[src/rtl/uni_shift_seq.sv]
// ---------------------------------------------------------------------------
// uni_shift_seq -- multi-cycle universal shift register sequencer.
//
// A command is accepted in IDLE when start is high. LOAD writes p_in directly.
// Shift and rotate commands with a non-zero amount latch their mode and amount.
// The sequencer then performs one one-bit step per cycle in SHIFT. A single
// DONE cycle is produced when the command completes.
//
// Optional feature macro: UNI_SHIFT_ROTATE_EN
//   defined   : modes 100 (ROTL) and 101 (ROTR) rotate the register.
//   undefined : modes 100/101 are treated like HOLD.
//
// Ports:
//   clk         in   single clock, rising edge
//   reset       in   asynchronous, active-low reset
//   start       in   command request, sampled only in IDLE
//   mode[2:0]   in   000 HOLD, 001 SHL, 010 SHR, 011 LOAD,
//                    100 ROTL, 101 ROTR, 110 ASHR, 111 reserved
//   amount      in   number of one-bit steps (AW bits)
//   p_in        in   parallel load data (N bits)
//   s_in        in   serial fill bit, sampled live on every SHL/SHR step
//   abort       in   cancels a running shift (no step, back to IDLE)
//   p_out       out  register contents
//   s_out       out  bit ejected by the most recent step (registered)
//   busy        out  state == SHIFT
//   done        out  state == DONE (one cycle)
//   o_dbg_state out  current FSM state, for debug and checkers
//
// Handshake: start is a level request. It is taken only on a rising edge
// where the FSM is in IDLE. Requests seen in SHIFT or DONE are dropped, not
// queued. The issuer observes completion through the one-cycle done pulse.
// ---------------------------------------------------------------------------
module uni_shift_seq #(
  parameter int N  = 8,
  parameter int AW = 4
) (
  input  logic          clk,
  input  logic          reset,
  input  logic          start,
  input  logic [2:0]    mode,
  input  logic [AW-1:0] amount,
  input  logic [N-1:0]  p_in,
  input  logic          s_in,
  input  logic          abort,
  output logic [N-1:0]  p_out,
  output logic          s_out,
  output logic          busy,
  output logic          done,
  output logic [1:0]    o_dbg_state
);

  typedef enum logic [1:0] {
    S_IDLE  = 2'd0,
    S_SHIFT = 2'd1,
    S_DONE  = 2'd2
  } state_t;

  localparam logic [2:0] M_HOLD = 3'b000;
  localparam logic [2:0] M_SHL  = 3'b001;
  localparam logic [2:0] M_SHR  = 3'b010;
  localparam logic [2:0] M_LOAD = 3'b011;
  localparam logic [2:0] M_ROTL = 3'b100;
  localparam logic [2:0] M_ROTR = 3'b101;
  localparam logic [2:0] M_ASHR = 3'b110;

  localparam logic [AW-1:0] REM_ONE = AW'(1);

  state_t        r_state;
  logic [2:0]    r_mode;
  logic [AW-1:0] r_rem;
  logic [N-1:0]  r_p;
  logic          r_s;

  state_t        w_state_nxt;
  logic [2:0]    w_mode_nxt;
  logic [AW-1:0] w_rem_nxt;
  logic [N-1:0]  w_p_nxt;
  logic          w_s_nxt;

  logic [N-1:0]  w_step_p;
  logic          w_step_s;
  logic          w_is_step_mode;

  // Modes that run through SHIFT. Rotates only qualify when the rotate
  // feature is built in. Otherwise they fall through to the HOLD path.
  always_comb begin
    w_is_step_mode = 1'b0;
    case (mode)
      M_SHL, M_SHR, M_ASHR: w_is_step_mode = 1'b1;
`ifdef UNI_SHIFT_ROTATE_EN
      M_ROTL, M_ROTR:       w_is_step_mode = 1'b1;
`endif
      default:              w_is_step_mode = 1'b0;
    endcase
  end

  // One-bit step on the latched mode. s_in is used live, so a changing
  // serial input is followed step by step.
  always_comb begin
    w_step_p = r_p;
    w_step_s = r_s;
    case (r_mode)
      M_SHL: begin
        w_step_p = {r_p[N-2:0], s_in};
        w_step_s = r_p[N-1];
      end
      M_SHR: begin
        w_step_p = {s_in, r_p[N-1:1]};
        w_step_s = r_p[0];
      end
`ifdef UNI_SHIFT_ROTATE_EN
      M_ROTL: begin
        w_step_p = {r_p[N-2:0], r_p[N-1]};
        w_step_s = r_p[N-1];
      end
      M_ROTR: begin
        w_step_p = {r_p[0], r_p[N-1:1]};
        w_step_s = r_p[0];
      end
`endif
      M_ASHR: begin
        w_step_p = {r_p[N-1], r_p[N-1:1]};
        w_step_s = r_p[0];
      end
      default: begin
        w_step_p = r_p;
        w_step_s = r_s;
      end
    endcase
  end

  // Next-state and datapath update.
  always_comb begin
    w_state_nxt = r_state;
    w_mode_nxt  = r_mode;
    w_rem_nxt   = r_rem;
    w_p_nxt     = r_p;
    w_s_nxt     = r_s;
    case (r_state)
      S_IDLE: begin
        if (start) begin
          if (mode == M_LOAD) begin
            w_p_nxt     = p_in;
            w_state_nxt = S_DONE;
          end else if (w_is_step_mode && (amount != '0)) begin
            w_mode_nxt  = mode;
            w_rem_nxt   = amount;
            w_state_nxt = S_SHIFT;
          end else begin
            // HOLD, reserved, disabled rotate, or a zero amount: nothing to do.
            w_state_nxt = S_DONE;
          end
        end
      end
      S_SHIFT: begin
        if (abort) begin
          // Keep the partially shifted value. No done pulse is produced.
          w_rem_nxt   = '0;
          w_state_nxt = S_IDLE;
        end else begin
          w_p_nxt   = w_step_p;
          w_s_nxt   = w_step_s;
          w_rem_nxt = r_rem - REM_ONE;
          if (r_rem == REM_ONE) begin
            w_state_nxt = S_DONE;
          end
        end
      end
      S_DONE: begin
        w_state_nxt = S_IDLE;
      end
      default: begin
        w_state_nxt = S_IDLE;
      end
    endcase
  end

  always_ff @(posedge clk or negedge reset) begin
    if (!reset) begin
      r_state <= S_IDLE;
      r_mode  <= M_HOLD;
      r_rem   <= '0;
      r_p     <= '0;
      r_s     <= 1'b0;
    end else begin
      r_state <= w_state_nxt;
      r_mode  <= w_mode_nxt;
      r_rem   <= w_rem_nxt;
      r_p     <= w_p_nxt;
      r_s     <= w_s_nxt;
    end
  end

  assign p_out       = r_p;
  assign s_out       = r_s;
  assign busy        = (r_state == S_SHIFT);
  assign done        = (r_state == S_DONE);
  assign o_dbg_state = r_state;

endmodule

[config.mk]
export PLATFORM = sky130hd
export DESIGN_NAME = uni_shift_seq
export DESIGN_NICKNAME = d
export VERILOG_FILES = /design/src/rtl/uni_shift_seq.sv
export SDC_FILE = /design/constraint.sdc
export NUM_CORES = 1
export LEC_CHECK = 0
export ABC_CLOCK_PERIOD_IN_PS = 5300
export BUFFER_PORTS_ARGS = -buffer_cell sky130_fd_sc_hd__buf_2
export CELL_PAD_IN_SITES_DETAIL_PLACEMENT = 0
export CELL_PAD_IN_SITES_GLOBAL_PLACEMENT = 2
export CORE_ASPECT_RATIO = 1.25
export CORE_MARGIN = 2
export CORE_UTILIZATION = 30
export DETAILED_ROUTE_END_ITERATION = 8
export GPL_ROUTABILITY_DRIVEN = 0
export GPL_TIMING_DRIVEN = 0
export PLACE_DENSITY = 0.74
export SETUP_SLACK_MARGIN = 0.05
export SYNTH_ARGS = -nofsm -noshare
export SYNTH_HDL_FRONTEND = slang
export SYNTH_SLANG_ARGS = --single-unit
[constraint.sdc]
create_clock -name clk -period 5.3 [get_ports clk]
set_input_delay 0.53 -clock clk [delete_from_list [all_inputs] [get_ports clk]]
set_output_delay 0.53 -clock clk [all_outputs]
set_load 0.02 [all_outputs]
Word-level counts from Yosys, hierarchy flattened. Cells that the tools add are included.

Flip-flop bits (word level): 18. Input port bits: 20. Logic and storage cells: 59.

$add $sub $neg: 1. Eq/ne operators: 19. Muxes and demuxes: 18. Bitwise logic cells: 2. Reductions and logical operators: 13.

Operators by type and width (number): $mux W8 (3); $pmux W8 S3 (1); $mux W4 (4); $pmux W8 S2 (1); $ne A2 B2 Y1 const B (6); $mux W2 (5); $eq A3 B2 Y1 const B (3); $pmux W4 S2 (1); $reduce_and A4 Y1 (2); $eq A3 B1 Y1 const B (2); $eq A3 B3 Y1 const B (2); $reduce_and A6 Y1 (1); $reduce_and A5 Y1 (1); $eq A4 B1 Y1 const B (1); $ne A4 B1 Y1 const B (1); $pmux W2 S2 (1); $reduce_bool A2 Y1 (2); $reduce_bool A4 Y1 (1); $sub A4 B1 Y4 const B (1); $ne A3 B1 Y1 const B (1); $ne A3 B2 Y1 const B (1); $reduce_and A3 Y1 (1); $reduce_or A3 Y1 (1); $eq A2 B1 Y1 const B (1); other kinds (8) (9).

Longest topological paths before layout.
Word-level depth: 8. Mapped depth: 6. Mapped depth without buffers: 6.

Least setup slack after synthesis. Ideal clock, no wire load.

Path kind: in2reg. Start: input mode[2]. End: register r_mode[0]. Library setup time: 0.125 ns. Arrival time: 1.926 ns. Required time: 5.175 ns. Path slack: 3.249 ns. Stages on the path: 5. Path buffers: 1. Cell sequence: or3b_1 -> a21o_1 -> or4_1 -> buf_2 -> mux2_4.

Longest elaborated chain between the ends: 5. Elaborated cells on any way between the ends: 9.

Ends and longest elaborated chain: start: declaration (RTL line 40) `input logic [2:0] mode,`; $eq A3 B1 Y1 (tied with other cells) (RTL line 88) `case (mode)`; $reduce_or A3 Y1 (RTL line 88); $mux W1 (RTL line 88); $logic_and A1 B1 Y1 (RTL line 145) `end else if (w_is_step_mode && (amount != '0)) begin`; $reduce_and A4 Y1 (no source line) (*); end signal: assignment (RTL line 187) `r_mode <= w_mode_nxt;`; end: declaration (RTL line 69) `logic [2:0] r_mode;`.

Every way passes the cells marked *; elsewhere a longest branch is shown, timed or not. A chain may end at the register's enable or synchronous reset.

Worst setup path in the final report.
Start: register r_state[1] (netlist: o_dbg_state[1]). End: output busy.

Longest elaborated chain between the ends: 1.

Ends and longest elaborated chain: start: declaration (RTL line 68) `state_t r_state;`; start signal: assignment (RTL line 186) `r_state <= w_state_nxt;`; $eq A2 B1 Y1 (RTL line 196) `assign busy = (r_state == S_SHIFT);`; end: declaration (RTL line 47) `output logic busy,`.

Every way passes these cells.

==> impl_metrics.tcl <==
set metrics [dict create \
    yosysSeqAreaShare_pct 40.36 \
    clock_latency_ns 0.25 \
    grt_pass1_wl_mm 4.719 \
    die_y_um 72.20 \
    fmax_mhz 426.2 \
    syn_area_mm2 0.001116 \
    startpoint "o_dbg_state[1]" \
    crit_family "buffers and inverters" \
    cts_buffers 3 \
    slew_headroom_pct 61.13 \
    synthArstFlopShare_pct 100.0 \
    drive_gt1_share_pct 34.90 \
    cp_slowest_cell "dfrtp_1" \
    drc_errors 0 \
    rrSetupSlack_ns 3.19 \
    track_usage_pct 14.73 \
    vdd_drop_max_uv 218.9 \
    synth.most_common_cell "dfrtp_1" \
    crit_path_end "busy" \
    synthCells 113 \
    drt_iter0_drc 23 \
    leakage_nw 0.6986 \
    ctsHoldBuffers 0 \
    status "finished, final reports clean" \
    path_class "flop to primary output" \
    fp.coreArea_mm2 0.003513 \
    reg2reg_from "o_dbg_state[0]" \
    crit_required_ns 4.77 \
    via_per_inst 5.011 \
    grt.overflow.total 0 \
    maxCapViolCount 0 \
    cp.depth 5 \
    p_clk_share_pct 17.6 \
    io_buffers 32 \
    tightest_slew_ns 0.5782 \
    power_frac_seq_pct 39.1 \
    rsz0062_at_grt "false" \
    final-hold-violation-count 0 \
    ys_top_cells_by_count "18 x dfrtp_1, 12 x mux2i_1, 11 x o21ai_0" \
    avgSynthCellArea_um2 9.877 \
    die_w_um 58.56 \
    initial_core_util_pct 31.77 \
    worstPathArrival_ns 1.82 \
    critPathBufInv 4 \
    synth_edf_count 0 \
    dp_hpwl_mm 2.165 \
    cts.sinks 18 \
    regArea_um2 450.4 \
    post_cts_resized 0 \
    vias 942 \
    pin_count 33 \
    synth_top_area_share_pct 40.36 \
    combPwrFrac_pct 43.3 \
    r2r_end "p_out[2]" \
    synth_top_cell_by_area "dfrtp_1" \
    worstHoldPathType "primary input to async pin" \
    max_stage_delay_ns 0.38 \
    grt_pass1_vias 966 \
    final.period_utilization_pct 44.27 \
    multi_input_area_um2 618.1 \
    num_antenna_cells 0 \
    die-area_mm2 0.004227 \
    grt_max_degree 19 \
    fin_nets 172 \
    ys_types 31 \
    finalSetupViolCount 0 \
    cts.reportedPaths.clkPinSlew_ns 0.08 \
    fin_crit_ns 2.346 \
    path_max_fanout 10 \
    ant_nets 0 \
    synth.area.top_cells "dfrtp_1 40%, mux2i_1 11%, mux2_2 9.1%, o21ai_0 4.9%, nand2_1 3.0%" \
    post_cts_buffers 0 \
    grt_antenna_before_repair 0 \
    switching_power_w 0.0002632 \
    report.final.slew_viol_count 0 \
    ys_seq_elements 18 \
    cts-root-buf "clkbuf_8" \
    cp_common_cell "clkbuf_1" \
    placed_cell_area_mm2 0.001325 \
    worstSetupStartpointType "flop" \
    first_pass_iters 3 \
    clockBufferDepth 2 \
    final_area_mm2 0.001380 \
    power_density_mw_per_mm2 478.1 \
    cts-htree-levels 1 \
    fin_worst_skew_ns 0.003306 \
    area_growth_pct 23.65 \
    drt-total-wl_mm 2.814 \
    ys_dominant_reg_cell "dfrtp_1" \
    worstSetupEndpointType "primary output" \
    synth_warnings 0 \
    finalSetupTns_ns 0 \
    cts_tree "done" \
    swShare_pct 39.88 \
    drt-wirelength-per-cell_um 14.97 \
    fillers 385 \
    core.rowCount 24 \
    rr_worst_depth 5 \
    power.internal_w 0.0003967 \
    synth_nets 135 \
    cp_cell_sequence "clkbuf_1, nand2b_1, clkbuf_1, inv_1, buf_2" \
]
layout make-up:
cell class	count	share of cell area (%)
multi-input combinational	83	44.79
sequential	18	32.64
timing repair buffer	32	11.60
clock buffer	4	3.989
tap	39	3.536
buffer	6	1.813
inverter	6	1.632
cell usage in the layout, fill, tap and decap left out, drive strengths merged:
master  count
o21ai      12
nor2        4
inv         6
a21oi       6
clkbuf      8
xor2        1
mux2i      12
ha          2
nand2b      3
nand4b      1
buf        34
nor3        2
a22oi       2
a211oi      1
or3b        3
o31ai       1
nand3b      1
nor4        1
o41ai       1
nor4bb      1
a21o        2
nor3b       1
nor2b       4
or4         1
mux2       11
a22o        1
nand2       9
dfrtp      18
metrics by stage:
| stage | std cells | total power, W | setup slack (ns) | hold WS, ns | util (%) |
|---|---|---|---|---|---|
| 5_1_grt | 188 | 0.0007180 | 2.758 | 0.2285 | 39.28 |
| 6_report | 188 | 0.0006599 | 2.954 | 0.2075 | 39.28 |
| 4_1_cts | 188 | 0.0006726 | 2.922 | 0.2204 | 39.28 |
| 2_1_floorplan | 113 | 0.0004561 | 3.249 | 0.2344 | - |
| 3_5_place_dp | 184 | 0.0005540 | 3.067 | 0.4751 | 37.71 |
| 3_3_place_gp | 184 | 0.0005472 | 3.075 | 0.4636 | 37.71 |
cell families (layout without fill, tap and decap cells):
family	count (synthesis)	after routing	share of synthesized area [%]
multiplexers	23	23	22.53
XOR/XNOR	1	1	0.7849
flip-flops	18	18	40.36
adder cells (fa/ha/maj)	2	2	2.242
AND/OR/NAND/NOR	31	31	15.81
AO/OA/AOI/OAI	26	26	14.01
buffers and inverters	12	48	4.260
power groups by stage:
stage / logic [W] / registers, W / clock network, W
3_3_place_gp: 0.000287 / 0.000260 / 0
4_1_cts: 0.000291 / 0.000261 / 0.000121
3_5_place_dp: 0.000291 / 0.000263 / 0
6_report: 0.000286 / 0.000258 / 0.000116
2_1_floorplan: 0.000166 / 0.000290 / 0
5_1_grt: 0.000321 / 0.000270 / 0.000127
sequential cells by signal, summed over array words and instances, names as in the netlist:
register	count
r_rem	4
s_out	1
p_out	8
o_dbg_state	2
r_mode	3
routing by layer:
layer  up-vias  global-route usage (%)  routed length (µm)
li1        474                       -                   -
met1       441                   19.62                1271
met2        25                   24.34                1376
met3         2                   2.139                 147
met4         0                   4.651                  19
met5         -                       0                   0
worst min-delay path by stage:
stage,cells after the start,to,slack [ns],startpoint
2_1_floorplan,0,o_dbg_state[0],0.23,reset
3_3_place_gp,2,s_out,0.46,s_out
3_5_place_dp,2,s_out,0.48,s_out
4_1_cts,1,p_out[3],0.22,reset
5_1_grt,1,p_out[0],0.23,reset
6_report,1,p_out[1],0.21,reset
Note: power is estimated with default switching activity, not from simulation.
